## src/rtl/gate_sweep_engine.sv

```systemverilog
// Self-sequencing stimulus for an N-input reduction gate: walks all 2^N patterns, HOLD clocks each.
// Define GATE_SWEEP_COUNT_EN to build the ones_count accumulator; otherwise ones_count is tied to 0.
module gate_sweep_engine #(
    parameter int unsigned N    = 4,
    parameter int unsigned HOLD = 1
) (
    input  logic         clk,
    input  logic         rst_n,
    input  logic         start,
    input  logic [1:0]   mode,
    output logic [N-1:0] pattern,
    output logic         gate_out,
    output logic         busy,
    output logic         done,
    output logic [N:0]   ones_count
);

    typedef enum logic [1:0] {
        IDLE = 2'd0,
        RUN  = 2'd1,
        DONE = 2'd2
    } state_t;

    state_t       state_q;
    state_t       state_d;
    logic [1:0]   mode_q;
    logic [1:0]   mode_d;
    logic [N-1:0] pattern_d;
    logic         gate_d;
    logic         busy_d;
    logic         done_d;
    logic         hold_last;
    logic         accept;
    logic         advance;

    // Gate function applied to a candidate pattern: 00 AND, 01 OR, 10 XOR, 11 NOR.
    function automatic logic reduce(input logic [1:0] m, input logic [N-1:0] p);
        logic r;
        unique case (m)
            2'b00:   r = &p;
            2'b01:   r = |p;
            2'b10:   r = ^p;
            default: r = ~|p;
        endcase
        return r;
    endfunction

    // Next-state and next-output logic.
    always_comb begin
        state_d   = state_q;
        mode_d    = mode_q;
        pattern_d = pattern;
        gate_d    = gate_out;
        busy_d    = busy;
        done_d    = 1'b0;
        accept    = 1'b0;
        advance   = 1'b0;
        case (state_q)
            IDLE: begin
                if (start) begin
                    accept    = 1'b1;
                    state_d   = RUN;
                    mode_d    = mode;
                    pattern_d = '0;
                    gate_d    = reduce(mode, '0);
                    busy_d    = 1'b1;
                end
            end
            RUN: begin
                if (hold_last) begin
                    advance = 1'b1;
                    if (pattern == '1) begin
                        state_d = DONE;
                        busy_d  = 1'b0;
                        done_d  = 1'b1;
                    end else begin
                        pattern_d = pattern + N'(1);
                        gate_d    = reduce(mode_q, pattern + N'(1));
                    end
                end
            end
            DONE: begin
                state_d = IDLE;
            end
            default: begin
                state_d = IDLE;
            end
        endcase
    end

    // State and output registers.
    always_ff @(posedge clk) begin
        if (!rst_n) begin
            state_q  <= IDLE;
            mode_q   <= 2'b00;
            pattern  <= '0;
            gate_out <= 1'b0;
            busy     <= 1'b0;
            done     <= 1'b0;
        end else begin
            state_q  <= state_d;
            mode_q   <= mode_d;
            pattern  <= pattern_d;
            gate_out <= gate_d;
            busy     <= busy_d;
            done     <= done_d;
        end
    end

    // Hold counter; with HOLD=1 every RUN cycle advances the pattern.
    generate
        if (HOLD > 1) begin : g_hold
            localparam int unsigned HOLD_W = $clog2(HOLD);
            logic [HOLD_W-1:0] hold_q;

            always_ff @(posedge clk) begin
                if (!rst_n) begin
                    hold_q <= '0;
                end else if (accept || advance) begin
                    hold_q <= '0;
                end else if (state_q == RUN) begin
                    hold_q <= hold_q + HOLD_W'(1);
                end
            end

            assign hold_last = (hold_q == HOLD_W'(HOLD - 1));
        end else begin : g_no_hold
            logic unused_hold;
            assign unused_hold = accept ^ advance;
            assign hold_last   = 1'b1;
        end
    endgenerate

`ifdef GATE_SWEEP_COUNT_EN
    localparam int unsigned CNT_W = N + 1;
    logic [CNT_W-1:0] count_q;

    // Accumulates the result of each pattern as it is retired.
    always_ff @(posedge clk) begin
        if (!rst_n) begin
            count_q <= '0;
        end else if (accept) begin
            count_q <= '0;
        end else if (advance) begin
            count_q <= count_q + CNT_W'(gate_out);
        end
    end

    assign ones_count = count_q;
`else
    assign ones_count = '0;
`endif

endmodule
```

## config.mk

```make
export PLATFORM = sky130hd
export DESIGN_NAME = gate_sweep_engine
export DESIGN_NICKNAME = d
export VERILOG_FILES = /design/src/rtl/gate_sweep_engine.sv
export SDC_FILE = /design/constraint.sdc
export NUM_CORES = 1
export LEC_CHECK = 0
export ABC_AREA = 1
export BUFFER_PORTS_ARGS = -buffer_cell sky130_fd_sc_hd__buf_2
export CELL_PAD_IN_SITES_DETAIL_PLACEMENT = 1
export CELL_PAD_IN_SITES_GLOBAL_PLACEMENT = 1
export CORE_UTILIZATION = 40
export CTS_BUF_LIST = sky130_fd_sc_hd__clkbuf_2
export DETAILED_ROUTE_END_ITERATION = 6
export PLACE_DENSITY = 0.91
export SYNTH_ARGS = -nofsm -noshare
export SYNTH_HDL_FRONTEND = slang
export SYNTH_SLANG_ARGS = --single-unit
```

## constraint.sdc

```tcl
create_clock -name clk -period 3.8 [get_ports clk]
set_clock_uncertainty 0.1 [all_clocks]
set_input_delay 0.38 -clock clk [delete_from_list [all_inputs] [get_ports clk]]
set_output_delay 0.38 -clock clk [all_outputs]
set_load 0.01 [all_outputs]
```

# ---- Yosys cells after proc, flatten, opt, wreduce, memory -nomap -nowiden
# Index checks and enable logic that the tools add are counted.
dict set report op_classes {
  n_lt_le_gt_ge 0
  n_mux 15
  div_mod_pow 0
  reduce_logical 14
  n_bitwise 0
  n_mul 0
  addsub 1
  eq_ne 9
  shift 0
}
# cell n
set op_table {}
lappend op_table {{two-way mux 4 bit} 2}
lappend op_table {{case mux 4 bit (2 select lines)} 1}
lappend op_table {{equality test 2 x 1 -> 1 bit, second input constant} 3}
lappend op_table {{zero test 2 bit} 3}
lappend op_table {{two-way mux 1 bit} 6}
lappend op_table {{!= test 2 bit, second input constant} 3}
lappend op_table {{AND reduction 2 bit} 3}
lappend op_table {{AND reduction 3 bit} 2}
lappend op_table {{adder 4 x 1 -> 4 bit, second input constant} 1}
lappend op_table {{equality test 2 bit, second input constant} 2}
lappend op_table {{equality test 4 bit, second input constant} 1}
lappend op_table {{two-way mux 2 bit} 2}
lappend op_table {{case mux 1 bit (2 select lines)} 2}
lappend op_table {{case mux 2 bit (2 select lines)} 1}
lappend op_table {{AND reduction 4 bit} 1}
lappend op_table {{OR reduction 4 bit} 1}
lappend op_table {{parity 4 bit} 1}
lappend op_table {{case mux 1 bit (3 select lines)} 1}
lappend op_table {{OR reduction 3 bit} 1}
lappend op_table {{nonzero test 2 bit} 1}
lappend op_table {{zero test 1 bit} 1}
dict set report word_totals {
  out_inout_bits 12
  wordCells 45
  mem_bits_ro 0
  latch_bits 0
  n_memories 0
  ff_bits 11
  mem_bits_rw 0
}

# ---- Logic depth before layout (Yosys ltp)
# Gate-level depths: netlist (run 1).
dict set report depth {
  ltp_word 6
  depth_mapped 11
  ltp_nobuf 11
}

# ---- Least setup slack after synthesis (run 1)
# Ideal clock, no wire load.
dict set report synth_timing {
  path_kind {reg-to-reg}
  start {register pattern[0]}
  end {register gate_out}
  n_path_buf 0
  period_less_slack_ns 1.771
  path_slack_ns 2.029
  path_stages_with_launch 12
  arrival_ns 1.559
  required_ns 3.588
  setup_ns 0.112
  cell_sequence {dfxtp_1 ha_1 or2_1 nand2_1 inv_1 ha_1 inv_1 nand3_1 nand3_1 nand2_1 nand2_1 nand2_1}
}
dict set report synth_via {
  elab_chain_len 6
  elab_cells_between_ends 11
  classes_between {add/sub (1); eq/ne (2); mux (3); reduce/logical (5)}
}
# element line
set synth_rtl {}
lappend synth_rtl {{from (decl)} 11} ;# output logic [N-1:0] pattern,
lappend synth_rtl {{from (signal assigned)} 103} ;# pattern <= pattern_d;
lappend synth_rtl {{adder 4 x 1 -> 4 bit} 78} ;# gate_d = reduce(mode_q, pattern + N'(1));
lappend synth_rtl {{OR reduction 4 bit} {41, 43}}
lappend synth_rtl {{zero test 1 bit} 43} ;# default: r = ~|p;
lappend synth_rtl {{case mux 1 bit (3 select lines)} 39} ;# unique case (m)
lappend synth_rtl {{two-way mux 1 bit} 72} ;# if (pattern == '1) begin
lappend synth_rtl {{case mux 1 bit (2 select lines)} 58} ;# case (state_q)
lappend synth_rtl {{to (signal assigned)} 104} ;# gate_out <= gate_d;
lappend synth_rtl {{to (decl)} 12} ;# output logic gate_out,
# Parallel ways exist; a longest one is shown, timed or not. The select of a mux whose other input is x is not followed.
# A chain may end at the register's enable or synchronous reset.

# ---- Worst setup path after layout (run 1)
# Same ends and word-level chain as after synthesis.

==> run metrics, run 1 <==
CTS resizes 0; Sw Share between 30% and 40%; crit path launch pattern[0]; Worst Setup EP gate_out; post-DR wirelength/cell 12.4 um; worst endpoint required time about 3900 ps; critical path's largest stage delay around 390 ps; synth unique cells 20; # setup viols final 0; hold buffer count at cts 0; Max Root-Sink Buffers 2; Worst Reg2Reg Path Length in Cells 11; setup tns final 0 ps; Clock Sinks 11; Final Cycle Share 51.0%; Reg2Reg Setup Slack about 1900 ps; All-Layer GR Usage 19.2%; WS Path Type register to register; Critical Path Source Type register; Syn-to-layout area delta 11.4%; fin. max-slew vios 0; initial antenna violation count 0; n_diodes 0; FMAX between 500 and 600 MHz; status finished, final reports clean; io pins 17; via count approximately 540; vias per cell approximately 4.7; DR DRC count 0; leading area contributor after synthesis dfxtp_1; nets 110; sequential share of power 53.3%; Hold Fails Final Rpt 0; DP Cell Count 111; sequential share of the synthesized area 34.6%; Port Buffers 11; Worst Setup End Kind register; routed wire length 1430 um; CTS tree yes; crit path max fanout 8; Worst VDD drop roughly 0.25 mV; Clk pwr share between 20% and 30%; grt ovf 0; post-layout min period approximately 1900 ps; chip width 41.9 um; RSZ-0062 raised after global routing false; cell-internal power ~0.16 mW; Initial Utilization a little over two fifths; Mapped Area around 640 um2; Worst path depth 11; pin count of the biggest net entering global routing 9; clk slew on worst S/H paths between 100 and 150 ps; die area between 1500 and 2000 um2; share of layout cells above drive strength 1 between 20% and 30%; Crit path top cell by count nand2_1; Reg2Reg Capture Point gate_out; total setup buffers inserted after CTS 0; H-tree depth 1; P_sw approximately 0.073 mW; DP Wirelength roughly 1100 um; WP data arrival 2000 ps; CTS buffer count 3; Avg Inst Size Synth approximately 7.5 um2; Die Ht 41.9 um; initial drt markers 9; delay-heaviest family, CP simple AND/OR/NAND/NOR gates; max cap viols 0; Mapped Cells 85; root buffer cell clkbuf_2; TritonRoute pass-1 iters 4; Routed Antenna Nets 0; GPL Wtd Cong around 0.74; Crit-path slowest cell dfxtp_1; Ys Warns 0; core area approximately 1500 um2; first-pass GRT wire length around 2500 um; PD cells 331 nW/um2; worst-skew pair later-pin latency roughly 260 ps; FP Rows 14; FF-to-FF Start pattern[0]; vias in the first global route between 600 and 700; flops & latches, synth 11; final cell count without fillers between 100 and 150; Lkg Pwr 0.372 nW; Comb pwr share roughly 17%; Worst Hold Class input pin to register; CP Cell Sequence ha_1, or2_1, nand2_1, inv_1, ha_1, inv_1, nand3_1, nand3_1, nand2_1, nand2_1, nand2_1; Synth top area share roughly a third; top post-synthesis cells by area dfxtp_1, nand2_1, ha_1, buf_4, nand3_1; buffer and inverter count on the worst path 2
[metal layers]
metal / part of all wire (%) / routed length, um / GRT usage (%)
met1: 47 / 673 / 24.0
met2: 49 / 701 / 31.9
met3: 2.6 / 37 / 3.91
met4: 0.98 / 14 / 7.74
met5: 0 / 0 / 0
[final cells by class]
| class | instances | area (um2) |
|---|---|---|
| fill | 205 | 781 |
| multi-input combinational | 64 | 359 |
| clock buffer | 4 | 20.0 |
| inverter | 9 | 33.8 |
| timing repair buffer | 11 | 55.1 |
| tap | 16 | 20.0 |
| sequential | 11 | 220 |
[worst min-delay path by stage]
stage	from	end	slack (ps)	cells past startpoint
finish	mode[0]	mode_q[0]	300	3
detailed placement	gate_out	gate_out	360	2
CTS	mode[0]	mode_q[0]	280	3
global placement	busy	busy	350	2
global route	rst_n	state_q[0]	300	3
floorplan	mode_q[1]	mode_q[1]	360	2
[layout by cell type (no fill, tap or decap)]
cell type and instances:
nand2_1 20, dfxtp_1 11, buf_2 11, inv_1 8, nand3_1 6, nor2_1 6
a21oi_1 5, o21ai_1 5, ha_1 5, conb_1 5, clkbuf_2 4, nor2_4 2
nand2_2 2, nand2_4 2, or2_1 1, xor2_1 1, inv_2 1, nand4_1 1
o21ai_0 1, nor2_2 1, nand3_2 1
[logic make-up (layout without fill, tap and decap cells)]
| logic type | Yosys count | after routing | synth area share, % |
|---|---|---|---|
| AND/OR/NAND/NOR | 42 | 42 | 33.7 |
| buffers and inverters | 14 | 24 | 11.2 |
| AO/OA/AOI/OAI | 11 | 11 | 8.66 |
| flip-flops | 11 | 11 | 34.6 |
| adder cells (fa/ha/maj) | 5 | 5 | 9.84 |
| other | 1 | 5 | 0.590 |
| XOR/XNOR | 1 | 1 | 1.38 |
[state kept, by name (all words and copies together), names as in the netlist]
name      cells
busy          1
done          1
gate_out      1
mode_q        2
pattern       4
state_q       2
[power groups by stage]
stage / Clock, mW / Combinational (mW) / Sequential [mW]
floorplan: 0 / 0.0306 / 0.128
global placement: 0 / 0.0380 / 0.127
detailed placement: 0 / 0.0399 / 0.127
CTS: 0.0723 / 0.0401 / 0.125
global route: 0.0796 / 0.0451 / 0.126
finish: 0.0697 / 0.0397 / 0.125
[cell usage after synthesis]
library cell,count
xor2_1,1
nand3_1,6
inv_2,1
nand4_1,1
conb_1,1
nand2_2,2
inv_1,8
o21ai_0,1
nand2_4,2
o21ai_1,5
nor2_4,2
dfxtp_1,11
nor2_2,1
buf_4,5
nand3_2,1
a21oi_1,5
or2_1,1
nor2_1,6
ha_1,5
nand2_1,20
[worst min-delay path, cell delays in order]
cell	delay, ps
buf_2	100
nand3_1	70
a21oi_1	60
[per-stage QoR]
stage	utilization, %	instance area, um2	power, mW	setup slack, ps	hold WS [ps]
global route	47.6	708	0.250	1710	298
floorplan	-	651	0.158	2030	364
finish	47.6	708	0.234	1860	298
detailed placement	46.2	688	0.167	1890	358
global placement	46.2	688	0.165	2020	350
CTS	47.6	708	0.237	1860	284
(Power assumes the default switching activity.)
==> run 2: changes to the inputs <==
--- a/config.mk
+++ b/config.mk
@@ -5,14 +5,14 @@
 export SDC_FILE = /design/constraint.sdc
 export NUM_CORES = 1
 export LEC_CHECK = 0
-export ABC_AREA = 1
+export ABC_AREA = 0
 export BUFFER_PORTS_ARGS = -buffer_cell sky130_fd_sc_hd__buf_2
 export CELL_PAD_IN_SITES_DETAIL_PLACEMENT = 1
 export CELL_PAD_IN_SITES_GLOBAL_PLACEMENT = 1
-export CORE_UTILIZATION = 40
+export CORE_UTILIZATION = 34
 export CTS_BUF_LIST = sky130_fd_sc_hd__clkbuf_2
 export DETAILED_ROUTE_END_ITERATION = 6
-export PLACE_DENSITY = 0.91
+export PLACE_DENSITY = 0.82
 export SYNTH_ARGS = -nofsm -noshare
 export SYNTH_HDL_FRONTEND = slang
 export SYNTH_SLANG_ARGS = --single-unit
==> constraint.sdc (replaced) <==
create_clock -name clk -period 1.6 [get_ports clk]
set_clock_uncertainty 0.1 [all_clocks]
set_input_delay 0.16 -clock clk [delete_from_list [all_inputs] [get_ports clk]]
set_output_delay 0.16 -clock clk [all_outputs]
set_load 0.01 [all_outputs]
==> run 2 against run 1 <==
  * The flow now finishes with violations (negative setup slack)
  * Utilization is 11 points higher
  * Non-clock buffer count is 18 higher
  * Sequential power is 140% higher
  * Sequential share of layout area is 7.8 points lower
==> run metrics, run 2 <==
status finished, violations left (was finished, final reports clean); failing checks negative setup slack; via count 619 (was 544); Avg Inst Size Synth 8.55 um2 (was 7.48 um2); worst endpoint required time 1690 ps (was 3870 ps); n_diodes 0 (unchanged); met1 global-route usage 23.0% (was 24.0%); chip width 44.6 um (was 41.9 um); max cap viols 0 (unchanged); GR met2 Demand/Resource 41.8% (was 31.9%); first-pass GRT wire length 3070 um (was 2540 um); CTS tree yes (unchanged); crit path max fanout 4 (was 8); Syn-to-layout area delta 61.2% (was 11.4%); FMAX 524 MHz (was 516 MHz); fin. max-slew vios 0 (unchanged); commonest register cell after synthesis dfxtp_1 (unchanged); H-tree depth 1 (unchanged); leading area contributor after synthesis dfxtp_1 (unchanged); Hold Fails Final Rpt 0 (unchanged); commonest non-fill, non-tap cells in the layout buf_4, buf_2, dfxtp_1 (was nand2_1, dfxtp_1, buf_2); grt ovf 0 (unchanged); All-Layer GR Usage 22.7% (was 19.2%); Power Total 0.583 mW (was 0.234 mW); Top Registers pattern: 4 flops, mode_q: 2 flops, state_q: 2 flops (unchanged); pin count of the biggest net entering global routing 12 (was 9); setup slack after layout -309 ps (was 1860 ps); Worst Hold Class input pin to register (unchanged); initial drt markers 5 (was 9); worst-skew pair later-pin latency 280 ps (was 260 ps); FP Rows 15 (was 14); PD cells 587 nW/um2 (was 331 nW/um2); die area 1980 um2 (was 1750 um2); vias in the first global route 660 (was 610); multi-input logic area 480 um2 (was 359 um2); GPL Wtd Cong 0.779 (was 0.736); DR DRC count 0 (unchanged); Final Cycle Share 119% (was 51.0%); sequential share of the synthesized area 35.8% (was 34.6%); Clock Sinks 11 (unchanged); nets 113 (was 110); share of layout cells above drive strength 1 51.0% (was 24.2%); Die Ht 44.6 um (was 41.9 um); core area 1710 um2 (was 1490 um2); Critical Path Source Type register (unchanged); flops & latches, synth 11 (unchanged); post-layout min period 1910 ps (was 1940 ps); io pins 17 (unchanged); number of fillers in the final layout 194 (was 205); # setup viols final 6 (was 0); Ys Warns 0 (unchanged); Worst VDD drop 0.412 mV (was 0.246 mV); Synth top area share 35.8% (was 34.6%); most common cell after layout, fill and taps aside buf_4 (was nand2_1); Post-synth EDFFs 0 (unchanged); max reg flops 4 (unchanged); CTS buffer count 3 (unchanged); most used routing layer met2 (unchanged); clk slew on worst S/H paths 120 ps (about the same); TritonRoute pass-1 iters 2 (was 4); synth unique cells 26 (was 20); Mapped Cells 72 (was 85); ys async rst share 0% (unchanged); RSZ-0062 raised after global routing true (was false); Hold Slack 28.5 ps (was 298 ps); initial antenna violation count 0 (unchanged); routed wire length 2180 um (was 1430 um); Routed Antenna Nets 0 (unchanged); Initial Utilization 36.0% (was 42.7%); Worst Setup End Kind register (unchanged); vias per cell 4.87 (was 4.73); Lkg Pwr 0.437 nW (was 0.372 nW); Top reg by flops pattern (unchanged); Max Root-Sink Buffers 2 (unchanged); met3 Track Usage GR 6.53% (was 3.91%); Port Buffers 11 (unchanged); post-DR wirelength/cell 17.1 um (was 12.4 um); WS Path Type register to register (unchanged); Final Core Density 58.1% (was 47.6%); pre-CTS setup slack -302 ps (was 1890 ps); storage element area 231 um2 (was 220 um2); top post-synthesis cells by area dfxtp_1, ha_1, buf_4, xnor2_1, nand3_1 (was dfxtp_1, nand2_1, ha_1, buf_4, nand3_1); WP data arrival 2000 ps (about the same); most frequent cell after synthesis dfxtp_1 (was nand2_1); DP Wirelength 1240 um (was 1130 um); Mapped Area 616 um2 (was 636 um2); root buffer cell clkbuf_2 (unchanged)
[run 2: cell count changes after synthesis, moves of 3 or more]
cell and change:
inv_1 -4, nor2b_1 +4, nor3_1 +3, o21ai_1 -5, xnor2_1 +3, nand2_1 -15
[run 2: cell families after synthesis]
group           Yosys count  share of synthesized area, %
compound gates           11                          12.0
xor+xnor                  5                          7.12
fa+ha+maj                 5                          10.2
buf+inv                  11                          9.96
flops                    11                          35.8
mux                       2                          3.25
other cells               1                         0.609
simple gates             26                          21.1
[run 2: final cells by class]
type,count,share of cell area (%)
clock buffers,4,2.02
inverters,4,1.51
multi-input cells,54,48.4
flip-flops and latches,11,23.3
well taps,25,3.15
repair buffers,29,21.6
[run 2: layer usage]
metal	up-vias	part of all wire (%)	wire length (um)
li1	296	-	-
met1	296	38	830
met2	17	55	1190
met3	10	3.3	72
met4	0	4.0	87
met5	-	0	0
[run 2: per-stage QoR]
stage,instance area (um2),setup TNS (ps),std cells
5_1_grt,992,-1480,127
3_5_place_dp,807,-748,117
2_1_floorplan,664,-449,76
3_3_place_gp,807,-494,117
4_1_cts,907,-849,126
6_report,992,-1200,127
[run 2: repair_timing]
item,CTS,global route
hold buffers,0,0
resized for setup,9,11
buffers inserted,5,1
pin swaps,8,8
endpoints found under the setup margin,5,6
[run 2: worst max-delay path: stages, from the launching register on]
cell,delay (ps)
dfxtp_4,410
nand3_4,100
xnor2_4,140
buf_6,130
ha_4,230
xnor2_2,140
xnor2_1,190
a221oi_2,90
o41ai_1,300
[run 2: where the power goes]
group	internal, mW	switching, mW	total [mW]
clock network	0.0663	0.105	0.171
logic	0.0539	0.0622	0.116
registers	0.281	0.0140	0.296
total	0.402	0.181	0.583
[run 2: path summary, 6_finish.rpt]
check | from | endpoint | slack [ps] | cells past startpoint
min | mode[0] | mode_q[0] | 30 | 3
min reg2reg | gate_out | gate_out | 400 | 2
max reg2reg | pattern[1] | gate_out | -310 | 8
max | pattern[1] | gate_out | -310 | 8
==> run 3: changes to the inputs <==
--- a/config.mk
+++ b/config.mk
@@ -13,6 +13,7 @@
 export CTS_BUF_LIST = sky130_fd_sc_hd__clkbuf_2
 export DETAILED_ROUTE_END_ITERATION = 6
 export PLACE_DENSITY = 0.82
+export SKIP_CTS_REPAIR_TIMING = 1
 export SYNTH_ARGS = -nofsm -noshare
 export SYNTH_HDL_FRONTEND = slang
 export SYNTH_SLANG_ARGS = --single-unit
==> run 3 against run 2 <==
  * The flow still finishes with violations (negative setup slack)
  * Die area unchanged
  * Critical path type unchanged
  * Clock power fell by 4%
  * Fmax shrank 1.3%
  * Flip-flop and latch count unchanged
  * Total power down 1.0%
  * Register-to-register slack worse by 30 ps
  * Final cell count is 2.4% lower
  * Critical path depth fell by 1
  * Largest power group unchanged
  * Routed wire length is 8.1% lower
  * Combinational power about the same
  * Non-clock buffer count down 3
  * Sequential power is essentially flat
==> run metrics, run 3 (synthesis results as in run 2) <==
Worst Hold Class input pin to register (unchanged); root buffer cell clkbuf_2 (unchanged); Worst path depth 7 (was 8); Top Registers pattern: 4 flops, mode_q: 2 flops, state_q: 2 flops (unchanged); grt ovf 0 (unchanged); clk slew on worst S/H paths 120 ps (about the same); WHS Endpoint mode_q[0] (unchanged); status finished, violations left (unchanged); setup slack after layout -335 ps (was -309 ps); Worst Reg2Reg Path Length in Cells 7 (was 8); Clk pwr share 28.6% (was 29.4%); failing checks negative setup slack (unchanged); WP data arrival 2020 ps (was 2000 ps); n_diodes 0 (unchanged); RSZ-0062 raised after global routing true (unchanged); met1 global-route usage 19.0% (was 23.0%); Routed Antenna Nets 0 (unchanged); Top reg by flops pattern (unchanged); final cell count without fillers 124 (was 127); die area 1980 um2 (unchanged); DR DRC count 0 (unchanged); core area 1710 um2 (unchanged); Final Cycle Share 121% (was 119%); max reg flops 4 (unchanged); first-pass GRT wire length 2530 um (was 3070 um); initial drt markers 5 (unchanged); vias in the first global route 582 (was 660); routed wire length 2000 um (was 2180 um); buffer and inverter count on the worst path 0 (was 1); GPL Wtd Cong 0.779 (unchanged); pre-CTS setup slack -302 ps (unchanged); Lkg Pwr 0.446 nW (was 0.437 nW); commonest non-fill, non-tap cells in the layout buf_4, buf_2, dfxtp_1 (unchanged); share of layout cells above drive strength 1 53.5% (was 51.0%); post-layout min period 1930 ps (was 1910 ps); worst endpoint required time 1680 ps (was 1690 ps); Die Ht 44.6 um (unchanged); most common cell after layout, fill and taps aside buf_4 (unchanged); sequential share of power 51.1% (was 50.7%); Clock Sinks 11 (unchanged); nets 110 (was 113); DP Wirelength 1240 um (unchanged); CTS tree yes (unchanged); DP Cell Count 117 (unchanged); FP Rows 15 (unchanged); CP Cell Sequence ha_4, xor2_4, ha_4, xnor2_2, xnor2_1, a221oi_2, o41ai_2 (was nand3_4, xnor2_4, buf_6, ha_4, xnor2_2, xnor2_1, a221oi_2, o41ai_1); fin. max-slew vios 0 (unchanged); Initial Utilization 36.0% (unchanged); cell-internal power 0.403 mW (was 0.402 mW); Worst VDD drop 0.406 mV (was 0.412 mV); Port Buffers 11 (unchanged); io pins 17 (unchanged); chip width 44.6 um (unchanged); worst-skew pair later-pin latency 270 ps (was 280 ps); Sw Share 30.2% (was 31.1%); FMAX 517 MHz (was 524 MHz); post-DR wirelength/cell 16.1 um (was 17.1 um); Reg2Reg Capture Point gate_out (unchanged); delay-heaviest family, CP XOR/XNOR gates (unchanged); Reg2Reg Setup Slack -330 ps (was -310 ps); critical path's largest stage delay 410 ps (about the same); Comb pwr share 20.4% (was 19.9%); Max Root-Sink Buffers 2 (unchanged); most used routing layer met2 (unchanged); pin count of the biggest net entering global routing 12 (unchanged); GR met2 Demand/Resource 34.7% (was 41.8%); WS Path Type register to register (unchanged); H-tree depth 1 (unchanged); HP Start mode[0] (unchanged); Crit path top cell by count ha_4; met3 Track Usage GR 6.12% (was 6.53%); Critical Path Source Type register (unchanged); crit path max fanout 4 (unchanged); Syn-to-layout area delta 61.4% (was 61.2%); TritonRoute pass-1 iters 4 (was 2); via count 611 (was 619); Hold Fails Final Rpt 0 (unchanged); vias per cell 4.93 (was 4.87); Crit-path slowest cell dfxtp_4 (unchanged); PD cells 581 nW/um2 (was 587 nW/um2); max cap viols 0 (unchanged); All-Layer GR Usage 18.4% (was 22.7%); FF-to-FF Start pattern[0] (was pattern[1]); P_sw 0.174 mW (was 0.181 mW); initial antenna violation count 0 (unchanged); # setup viols final 6 (unchanged); Worst Setup End Kind register (unchanged); CTS buffer count 3 (unchanged); Min-Delay Path Depth 3 (unchanged)
==> run 3: worst max-delay path by stage <==
stage | start | to
6_report | pattern[0] | gate_out
5_1_grt | pattern[0] | gate_out
4_1_cts | pattern[2] | gate_out
3_5_place_dp | pattern[1] | gate_out
3_3_place_gp | pattern[0] | gate_out
2_1_floorplan | pattern[0] | gate_out
==> run 3: power by group through the flow <==
stage	Combinational [mW]	Sequential [mW]	Clock, mW
2_1_floorplan	0.0578	0.304	0
3_3_place_gp	0.0904	0.300	0
3_5_place_dp	0.0939	0.301	0
4_1_cts	0.0943	0.294	0.172
5_1_grt	0.128	0.296	0.191
6_report	0.118	0.294	0.165
==> run 3: tightest hold or removal path, stage by stage <==
cell and delay [ps]:
buf_2 90, mux2i_1 60, nor2_1 70
==> run 3: stage by stage <==
step	cell area [um2]	hold WS (ps)	util (%)	setup TNS (ps)	power (mW)
floorplan	664	195	-	-449	0.362
global placement	807	301	47.3	-494	0.390
detailed placement	807	313	47.3	-748	0.395
CTS	827	11.2	48.4	-847	0.560
global route	993	29.4	58.2	-1260	0.615
finish	993	37.5	58.2	-991	0.577
==> run 3: final cells by class <==
cell class                 instances  area (um2)
clock buffer                       4        20.0
fill                             198         714
inverter                           4        15.0
multi-input combinational         54         508
sequential                        11         231
tap                               25        31.3
timing repair buffer              26         188
==> run 3: metal layers <==
metal / wire length (um) / up-vias
li1: - / 287
met1: 706 / 303
met2: 1160 / 17
met3: 75 / 4
met4: 55 / 0
met5: 0 / -
